--- config.mk ---
export PLATFORM = sky130hd
export DESIGN_NAME = spi_flash_loader_flat
export DESIGN_NICKNAME = d
export VERILOG_FILES = /design/src/rtl/spi_flash_loader_if.sv /design/src/rtl/spi_flash_loader.sv /design/src/flat_wrapper.sv
export SDC_FILE = /design/constraint.sdc
export NUM_CORES = 1
export LEC_CHECK = 0
export CAP_MARGIN = 20
export CORE_AREA = 2 2 113 104
export DETAILED_ROUTE_END_ITERATION = 10
export DIE_AREA = 0 0 115 106
export DONT_BUFFER_PORTS = 1
export PLACE_DENSITY = 0.67
export SLEW_MARGIN = 15
export SYNTH_ARGS = -nofsm -noshare
export SYNTH_HDL_FRONTEND = slang
export SYNTH_SLANG_ARGS = --single-unit
--- constraint.sdc ---
create_clock -name clk -period 3.25 [get_ports clk]
set_input_delay 0.975 -clock clk [delete_from_list [all_inputs] [get_ports clk]]
set_output_delay 0.975 -clock clk [all_outputs]
set_load 0.03 [all_outputs]
--- src/rtl/spi_flash_loader_if.sv ---
// Job request, SPI controller register port and RAM write port of the flash loader.
// The master modport is the loader and the slave modport is the surrounding system.
interface spi_flash_loader_if;
  logic        start;
  logic [23:0] flash_addr;
  logic [15:0] length;
  logic [15:0] mem_base;
  logic        busy;
  logic        done;
  logic [3:0]  spi_addr;
  logic        spi_we;
  logic [7:0]  spi_dbw;
  logic [7:0]  spi_dbr;
  logic [15:0] mem_addr;
  logic [7:0]  mem_dbw;
  logic        mem_we;

  modport master (
    input  start, flash_addr, length, mem_base, spi_dbr,
    output busy, done, spi_addr, spi_we, spi_dbw, mem_addr, mem_dbw, mem_we
  );

  modport slave (
    output start, flash_addr, length, mem_base, spi_dbr,
    input  busy, done, spi_addr, spi_we, spi_dbw, mem_addr, mem_dbw, mem_we
  );
endinterface

--- src/rtl/spi_flash_loader.sv ---
// Copies a block of SPI flash into RAM, one byte in flight, through the controller's register port.
// Optional: define SPI_LOADER_FAST_READ_EN for the 0x0B fast-read command with one dummy byte.
module spi_flash_loader #(
  parameter logic [7:0] READ_CMD = 8'h03,
  parameter logic [7:0] DUMMY_TX = 8'h00
) (
  input  logic                 clk,
  input  logic                 rst,
  spi_flash_loader_if.master   bus
);

`ifdef SPI_LOADER_FAST_READ_EN
  localparam logic [7:0]  OPCODE  = 8'h0B;
  localparam logic [16:0] CMD_LEN = 17'd5;
`else
  localparam logic [7:0]  OPCODE  = READ_CMD;
  localparam logic [16:0] CMD_LEN = 17'd4;
`endif

  typedef enum logic [2:0] {
    S_IDLE, S_REL, S_SNAP, S_SEND, S_POLL, S_RDAT, S_STORE, S_FIN
  } state_t;

  state_t      r_state;
  state_t      w_state_next;
  logic        r_done;
  logic        r_tog0;
  logic [16:0] r_idx;     // byte index within the CS frame, command bytes included
  logic [23:0] r_flash;
  logic [15:0] r_len;
  logic [15:0] r_base;

  logic        w_data;
  logic        w_last;
  logic [15:0] w_k;
  logic [7:0]  w_tx_byte;

  assign w_data = (r_idx >= CMD_LEN);
  assign w_last = ((r_idx + 17'd1) == (CMD_LEN + {1'b0, r_len}));
  assign w_k    = r_idx[15:0] - CMD_LEN[15:0];

  always_ff @(posedge clk or negedge rst) begin
    if (!rst) begin
      r_state <= S_IDLE;
    end else begin
      r_state <= w_state_next;
    end
  end

  always_ff @(posedge clk or negedge rst) begin
    if (!rst) begin
      r_done  <= 1'b0;
      r_tog0  <= 1'b0;
      r_idx   <= 17'd0;
      r_flash <= 24'd0;
      r_len   <= 16'd0;
      r_base  <= 16'd0;
    end else begin
      r_done <= (r_state == S_FIN) ||
                ((r_state == S_IDLE) && bus.start && (bus.length == 16'd0));
      if ((r_state == S_IDLE) && bus.start) begin
        r_flash <= bus.flash_addr;
        r_len   <= bus.length;
        r_base  <= bus.mem_base;
        r_idx   <= 17'd0;
      end
      if (r_state == S_SEND) begin
        r_tog0 <= bus.spi_dbr[6];
      end
      if (r_state == S_STORE) begin
        r_idx <= r_idx + 17'd1;
      end
    end
  end

  always_comb begin
    w_state_next = r_state;
    case (r_state)
      S_IDLE:  if (bus.start && (bus.length != 16'd0)) w_state_next = S_REL;
      S_REL:   w_state_next = S_SNAP;
      S_SNAP:  w_state_next = S_SEND;
      S_SEND:  w_state_next = S_POLL;
      // The first POLL cycle still shows the SNAP status, so it cannot exit early.
      S_POLL:  if (bus.spi_dbr[6] != r_tog0) w_state_next = S_RDAT;
      S_RDAT:  w_state_next = S_STORE;
      S_STORE: w_state_next = w_last ? S_FIN : S_SNAP;
      S_FIN:   w_state_next = S_IDLE;
      default: w_state_next = S_IDLE;
    endcase
  end

  always_comb begin
    case (r_idx)
      17'd0:   w_tx_byte = OPCODE;
      17'd1:   w_tx_byte = r_flash[23:16];
      17'd2:   w_tx_byte = r_flash[15:8];
      17'd3:   w_tx_byte = r_flash[7:0];
      default: w_tx_byte = DUMMY_TX;
    endcase
  end

  always_comb begin
    bus.busy     = (r_state != S_IDLE);
    bus.done     = r_done;
    bus.spi_we   = 1'b0;
    bus.spi_addr = 4'd0;
    bus.spi_dbw  = 8'd0;
    bus.mem_we   = 1'b0;
    bus.mem_addr = 16'd0;
    bus.mem_dbw  = 8'd0;
    case (r_state)
      S_REL, S_FIN: bus.spi_we = 1'b1;
      S_SEND: begin
        bus.spi_we   = 1'b1;
        bus.spi_addr = 4'd1;
        bus.spi_dbw  = w_tx_byte;
      end
      S_RDAT: bus.spi_addr = 4'd1;
      S_STORE: begin
        if (w_data) begin
          bus.mem_we   = 1'b1;
          bus.mem_addr = r_base + w_k;
          bus.mem_dbw  = bus.spi_dbr;
        end
      end
      default: ;
    endcase
  end

endmodule

--- src/flat_wrapper.sv ---
// flat-port wrapper written by rule: the top's interface ports become plain ports
module spi_flash_loader_flat 
#(
  parameter logic [7:0] READ_CMD = 8'h03,
  parameter logic [7:0] DUMMY_TX = 8'h00
)
  (clk, rst, bus_start, bus_flash_addr, bus_length, bus_mem_base, bus_spi_dbr, bus_busy, bus_done, bus_spi_addr, bus_spi_we, bus_spi_dbw, bus_mem_addr, bus_mem_dbw, bus_mem_we);
  spi_flash_loader_if bus_i ();
  input  logic clk;
  input  logic rst;
  input wire logic [$bits(bus_i.start)-1:0] bus_start;
  input wire logic [$bits(bus_i.flash_addr)-1:0] bus_flash_addr;
  input wire logic [$bits(bus_i.length)-1:0] bus_length;
  input wire logic [$bits(bus_i.mem_base)-1:0] bus_mem_base;
  input wire logic [$bits(bus_i.spi_dbr)-1:0] bus_spi_dbr;
  output wire logic [$bits(bus_i.busy)-1:0] bus_busy;
  output wire logic [$bits(bus_i.done)-1:0] bus_done;
  output wire logic [$bits(bus_i.spi_addr)-1:0] bus_spi_addr;
  output wire logic [$bits(bus_i.spi_we)-1:0] bus_spi_we;
  output wire logic [$bits(bus_i.spi_dbw)-1:0] bus_spi_dbw;
  output wire logic [$bits(bus_i.mem_addr)-1:0] bus_mem_addr;
  output wire logic [$bits(bus_i.mem_dbw)-1:0] bus_mem_dbw;
  output wire logic [$bits(bus_i.mem_we)-1:0] bus_mem_we;
  assign bus_i.start = bus_start;
  assign bus_i.flash_addr = bus_flash_addr;
  assign bus_i.length = bus_length;
  assign bus_i.mem_base = bus_mem_base;
  assign bus_i.spi_dbr = bus_spi_dbr;
  assign bus_busy = bus_i.busy;
  assign bus_done = bus_i.done;
  assign bus_spi_addr = bus_i.spi_addr;
  assign bus_spi_we = bus_i.spi_we;
  assign bus_spi_dbw = bus_i.spi_dbw;
  assign bus_mem_addr = bus_i.mem_addr;
  assign bus_mem_dbw = bus_i.mem_dbw;
  assign bus_mem_we = bus_i.mem_we;
  spi_flash_loader #(.READ_CMD(READ_CMD), .DUMMY_TX(DUMMY_TX)) u_core (.clk(clk), .rst(rst), .bus(bus_i));
endmodule
; Yosys cells after proc, flatten, opt, wreduce, memory -nomap -nowiden
; Cells that the tools add are included.
[word_totals]
regBits = 78
output_inout_bits = 40
word_cells = 55
[op_classes]
add_sub_neg = 4
n_lt_le_gt_ge = 1
n_eq_ne = 14
mux = 16
reduce_logical = 13
[op_table]
columns = operator, n
row1 = $eq 17x2->1 const B, 2
row2 = $mux 17, 2
row3 = $mux 16, 2
row4 = $pmux 8 s4, 1
row5 = $mux 8, 3
row6 = $pmux 3 s8, 1
row7 = $add 17x1->17 const B, 1
row8 = $add 3x16->17 const A, 1
row9 = $eq 17x1->1 const B, 1
row10 = $eq 17x17->1, 1
row11 = $ge 17x3->1 const B, 1
row12 = $logic_not 17->1, 1
row13 = $add 16x16->16, 1
row14 = $logic_not 16->1, 1
row15 = $reduce_bool 16->1, 1
row16 = $sub 16x3->16 const B, 1
row17 = $eq 3x3->1 const B, 4
row18 = $mux 3, 3
row19 = $eq 3x2->1 const B, 2
row20 = $mux 1, 4
row21 = $eq 3x1->1 const B, 1
row22 = $logic_and 1x1->1, 3
row23 = $logic_not 3->1, 1
row24 = $reduce_bool 3->1, 1
row25 = 8 further kinds, 8

; Depth between registers and ports, before layout
[depth]
word_depth = 4
depth_mapped = 12

; Least setup slack after synthesis
; OpenSTA, ideal clock, no wires.
[synth_path]
kind = reg-to-output
startpoint = register u_core.r_idx[1]
endpoint = output bus_mem_addr[15]
arrival_ps = 3128
required_ps = 2275
setup_slack_ps = -853
path_stages_with_launch = 11
path_cell_list = dfrtp_1 ha_1 ha_1 fa_1 a21o_1 a211oi_1 o21a_1 nor3_1 nor3_1 a211oi_1 nor3b_1
[synth_between]
elab_chain_len = 4
[synth_lines]
columns = item, line
row1 = start: declaration, spi_flash_loader.sv:28  ; logic [16:0] r_idx;
row2 = start signal: assignment, spi_flash_loader.sv:71  ; r_idx <= r_idx + 17'd1;
row3 = $sub 16x3->16, spi_flash_loader.sv:40  ; assign w_k = r_idx[15:0] - CMD_LEN[15:0];
row4 = $add 16x16->16, spi_flash_loader.sv:122  ; bus.mem_addr = r_base + w_k;
row5 = $mux 16 *, spi_flash_loader.sv:120  ; if (w_data) begin
row6 = $mux 16 *, spi_flash_loader.sv:111  ; case (r_state)
row7 = end: declaration, flat_wrapper.sv:21  ; output wire logic [$bits(bus_i.mem_addr)-1:0] bus_mem_addr;
; Every way passes the cells marked *; elsewhere a longest branch is shown, timed or not.

; Worst setup path after layout
; Ends and elaborated chain as after synthesis.

==> impl_metrics.json <==
{
  "critPathKind": "reg -> out",
  "portBuffers": 0,
  "worst_slack_ps": -743,
  "cts_made_buffers": 9,
  "min_path_type": "in -> async",
  "synth.distinct_cells": 54,
  "root_buffer": "clkbuf_16",
  "via_count": 4433,
  "avgSynthCellArea_sq_um": 9.39,
  "max-clock-path-buffers": 2,
  "syn_to_final_growth_pct": 24.7,
  "ys_ff_latch": 78,
  "r2r_end": "u_core.r_state[0]",
  "drt-wirelength-per-cell_um": 16.7,
  "dr.pass1.iters": 5,
  "netlist_area_sq_mm": 0.00541,
  "placed_cells": 754,
  "cap_violations": 0,
  "fin_nets": 747,
  "synth_compound_area_share_pct": 11.3,
  "cellPowerDensity_mw_per_mm2": 1090,
  "total_power_mw": 7.33,
  "track_usage_pct": 21.5,
  "cp-end-kind": "output pin",
  "finalClockSkew_ps": 6.30,
  "die_w_um": 115,
  "insertion_delay_ps": 340,
  "cts_tree": "built",
  "r2r-start": "u_core.r_idx[1]",
  "fmax_mhz": 250,
  "gp_congestion": 0.909,
  "period_share_pct": 123,
  "vdd_drop_max_uv": 619,
  "required_ps": 2270,
  "slew_headroom_pct": 59.8,
  "worst_slew_pin_slew_ps": 598,
  "final_core_util_pct": 60.7,
  "dieArea_sq_mm": 0.0122,
  "final_area_sq_mm": 0.00674,
  "synth_adder_area_share_pct": 9.40,
  "drtIter0Drc": 274,
  "rsz0062_at_grt": "true",
  "total_leakage_power_nw": 2.97,
  "cts_hold_buffers": 0,
  "path_max_fanout": 3,
  "synth_ff_type": "dfrtp_1",
  "synth_top_family_by_area": "simple AND/OR/NAND/NOR gates",
  "setup_viol_count_final": 11,
  "finalHoldViolCount": 0,
  "start_kind": "flip-flop",
  "wl_um": 13100,
  "final_cells": 781,
  "yosysSeqAreaShare_pct": 36.1,
  "synth_edf_count": 0,
  "async_flop_share_pct": 100,
  "core_region_area_sq_mm": 0.0111,
  "grt_first_pass_wirelength_um": 21000,
  "clkTransAtPathRegs_ps": 60,
  "ant_nets": 0,
  "h-tree-depth": 3,
  "synthCells": 576,
  "muxShareOfSynthArea_pct": 12.5,
  "synth-simple-area-share_pct": 17.4,
  "dp_hpwl_um": 9470,
  "fillers": 953,
  "drc": 0,
  "grt_max_degree": 79,
  "diodes": 0,
  "synth_xor_area_share_pct": 6.80,
  "seq_area_sq_mm": 0.00195,
  "rows": 37,
  "drive_above_1_share_pct": 32.7,
  "grt_pass1_vias": 4555,
  "grt_antenna_before_repair": 0,
  "initial_core_util_pct": 48.7,
  "yosys_warnings": 0,
  "die_h_um": 106,
  "cts_sinks": 78,
  "crit_arrival_ps": 3020,
  "reg2reg_slack_ps": 530,
  "maxSlewViolCount": 0,
  "grt_overflow": 0,
  "via_per_inst": 5.68,
  "ff2ff_path_depth": 9,
  "multi_input_area_sq_mm": 0.00343,
  "pre_cts_slack_ps": -403,
  "violations": "setup timing",
  "fin_crit_ps": 3990,
  "status": "complete, but fails checks",
  "placed_cell_area_sq_mm": 0.00610,
  "io_pins": 107
}
## routing by layer
| layer | vias to the layer above | track usage (%) | share of wire, % |
|---|---|---|---|
| met5 | - | 0 | 0 |
| met2 | 122 | 37.3 | 51 |
| met4 | 0 | 6.97 | 1.9 |
| li1 | 2156 | - | - |
| met3 | 22 | 6.04 | 5.8 |
| met1 | 2133 | 25.7 | 41 |
## how the worst max path moves through the flow
stage	from	to	slack, ps	cells after the start
floorplan	u_core.r_idx[1]	bus_mem_addr[15]	-320	10
CTS	u_core.r_idx[1]	bus_mem_addr[15]	-760	11
detailed placement	u_core.r_idx[1]	bus_mem_addr[15]	-400	11
global placement	u_core.r_idx[1]	bus_mem_addr[15]	-330	11
finish	u_core.r_idx[1]	bus_mem_addr[15]	-740	11
global route	u_core.r_idx[1]	bus_mem_addr[15]	-890	11
## cell usage in the layout, fill, tap and decap left out, types with 9 or more instances in the layout
cell type | netlist | layout
mux2_2 | 58 | 58
nand2_1 | 26 | 26
clkbuf_16 | 0 | 9
dfrtp_1 | 78 | 78
xor2_1 | 11 | 11
nand3_1 | 28 | 26
inv_1 | 60 | 56
buf_4 | 4 | 67
nor2_1 | 35 | 33
a21oi_1 | 23 | 18
ha_1 | 39 | 33
xnor2_1 | 31 | 31
and2_1 | 17 | 10
o21ai_0 | 31 | 27
## what timing repair did
item / in CTS / in global routing
pin swaps: 16 / 36
resized for setup: 16 / 42
gates cloned: 1 / 0
setup endpoints to repair: 29 / 23
setup buffers: 5 / 8
endpoints found under the hold margin: 0 / 0
## power breakdown
group	switching, mW	internal (mW)	leakage, nW
clock network	0.414	0.616	0.142
registers	0.349	1.39	0.963
logic	2.36	2.20	1.87
total	3.12	4.21	2.97
## registers in the layout, summed over array words and instances, names as in the netlist
register,flops
u_core.r_tog0,1
u_core.r_base,16
u_core.r_idx,17
u_core.r_len,16
u_core.r_state,3
u_core.bus.done,1
u_core.r_flash,24
## through the flow
step                      setup TNS, ps  hold slack (ps)
after floorplan                    -891              478
after global placement             -979              488
after detailed placement          -1220              493
after CTS                         -4820              320
after global routing              -5580              313
final                             -4230              330
## cell families (layout without fill, tap and decap cells)
kind of cell	Yosys count	after routing
AND/OR/NAND/NOR	171	171
adder cells (fa/ha/maj)	40	40
XOR/XNOR	42	42
other	1	3
buffers and inverters	88	155
AO/OA/AOI/OAI	96	96
multiplexers	60	60
flip-flops	78	78
## area by class of cell
type                            instances  share of cell area, %
Sequential cell                        78                   28.9
Multi-Input combinational cell        412                   50.8
Timing Repair inverter                  1                  0.111
Timing Repair Buffer                   78                   9.69
Clock inverter                          5                  0.872
Inverter                               60                   3.43
Clock buffer                           11                   3.60
Tap cell                              136                   2.52
## synthesized netlist by cell type (all sizes together) (6+ instances only)
library cell | number | area [sq um]
a21oi | 23 | 115
a222oi | 6 | 60.1
a31oi | 6 | 37.5
and2 | 17 | 106
and3 | 8 | 50.1
buf | 11 | 62.6
clkbuf | 17 | 65.1
dfrtp | 78 | 1950
ha | 39 | 488
inv | 60 | 225
mux2 | 58 | 653
nand2 | 26 | 97.6
nand3 | 28 | 140
nor2 | 35 | 131
nor3 | 10 | 50.1
nor4 | 13 | 93.8
o21ai | 31 | 155
o31ai | 8 | 60.1
or3 | 8 | 50.1
xnor2 | 31 | 272
xor2 | 11 | 96.3
## worst max-delay path, stage by stage, from the launching register on
cell	delay, ps
dfrtp_1	410
ha_4	250
ha_4	160
fa_2	400
a21o_1	200
a211oi_2	240
o21a_2	210
nor3_4	60
nor3_4	240
a211oi_2	120
nor3b_4	230
buf_12	140
Power figures use the tool's default switching activity.
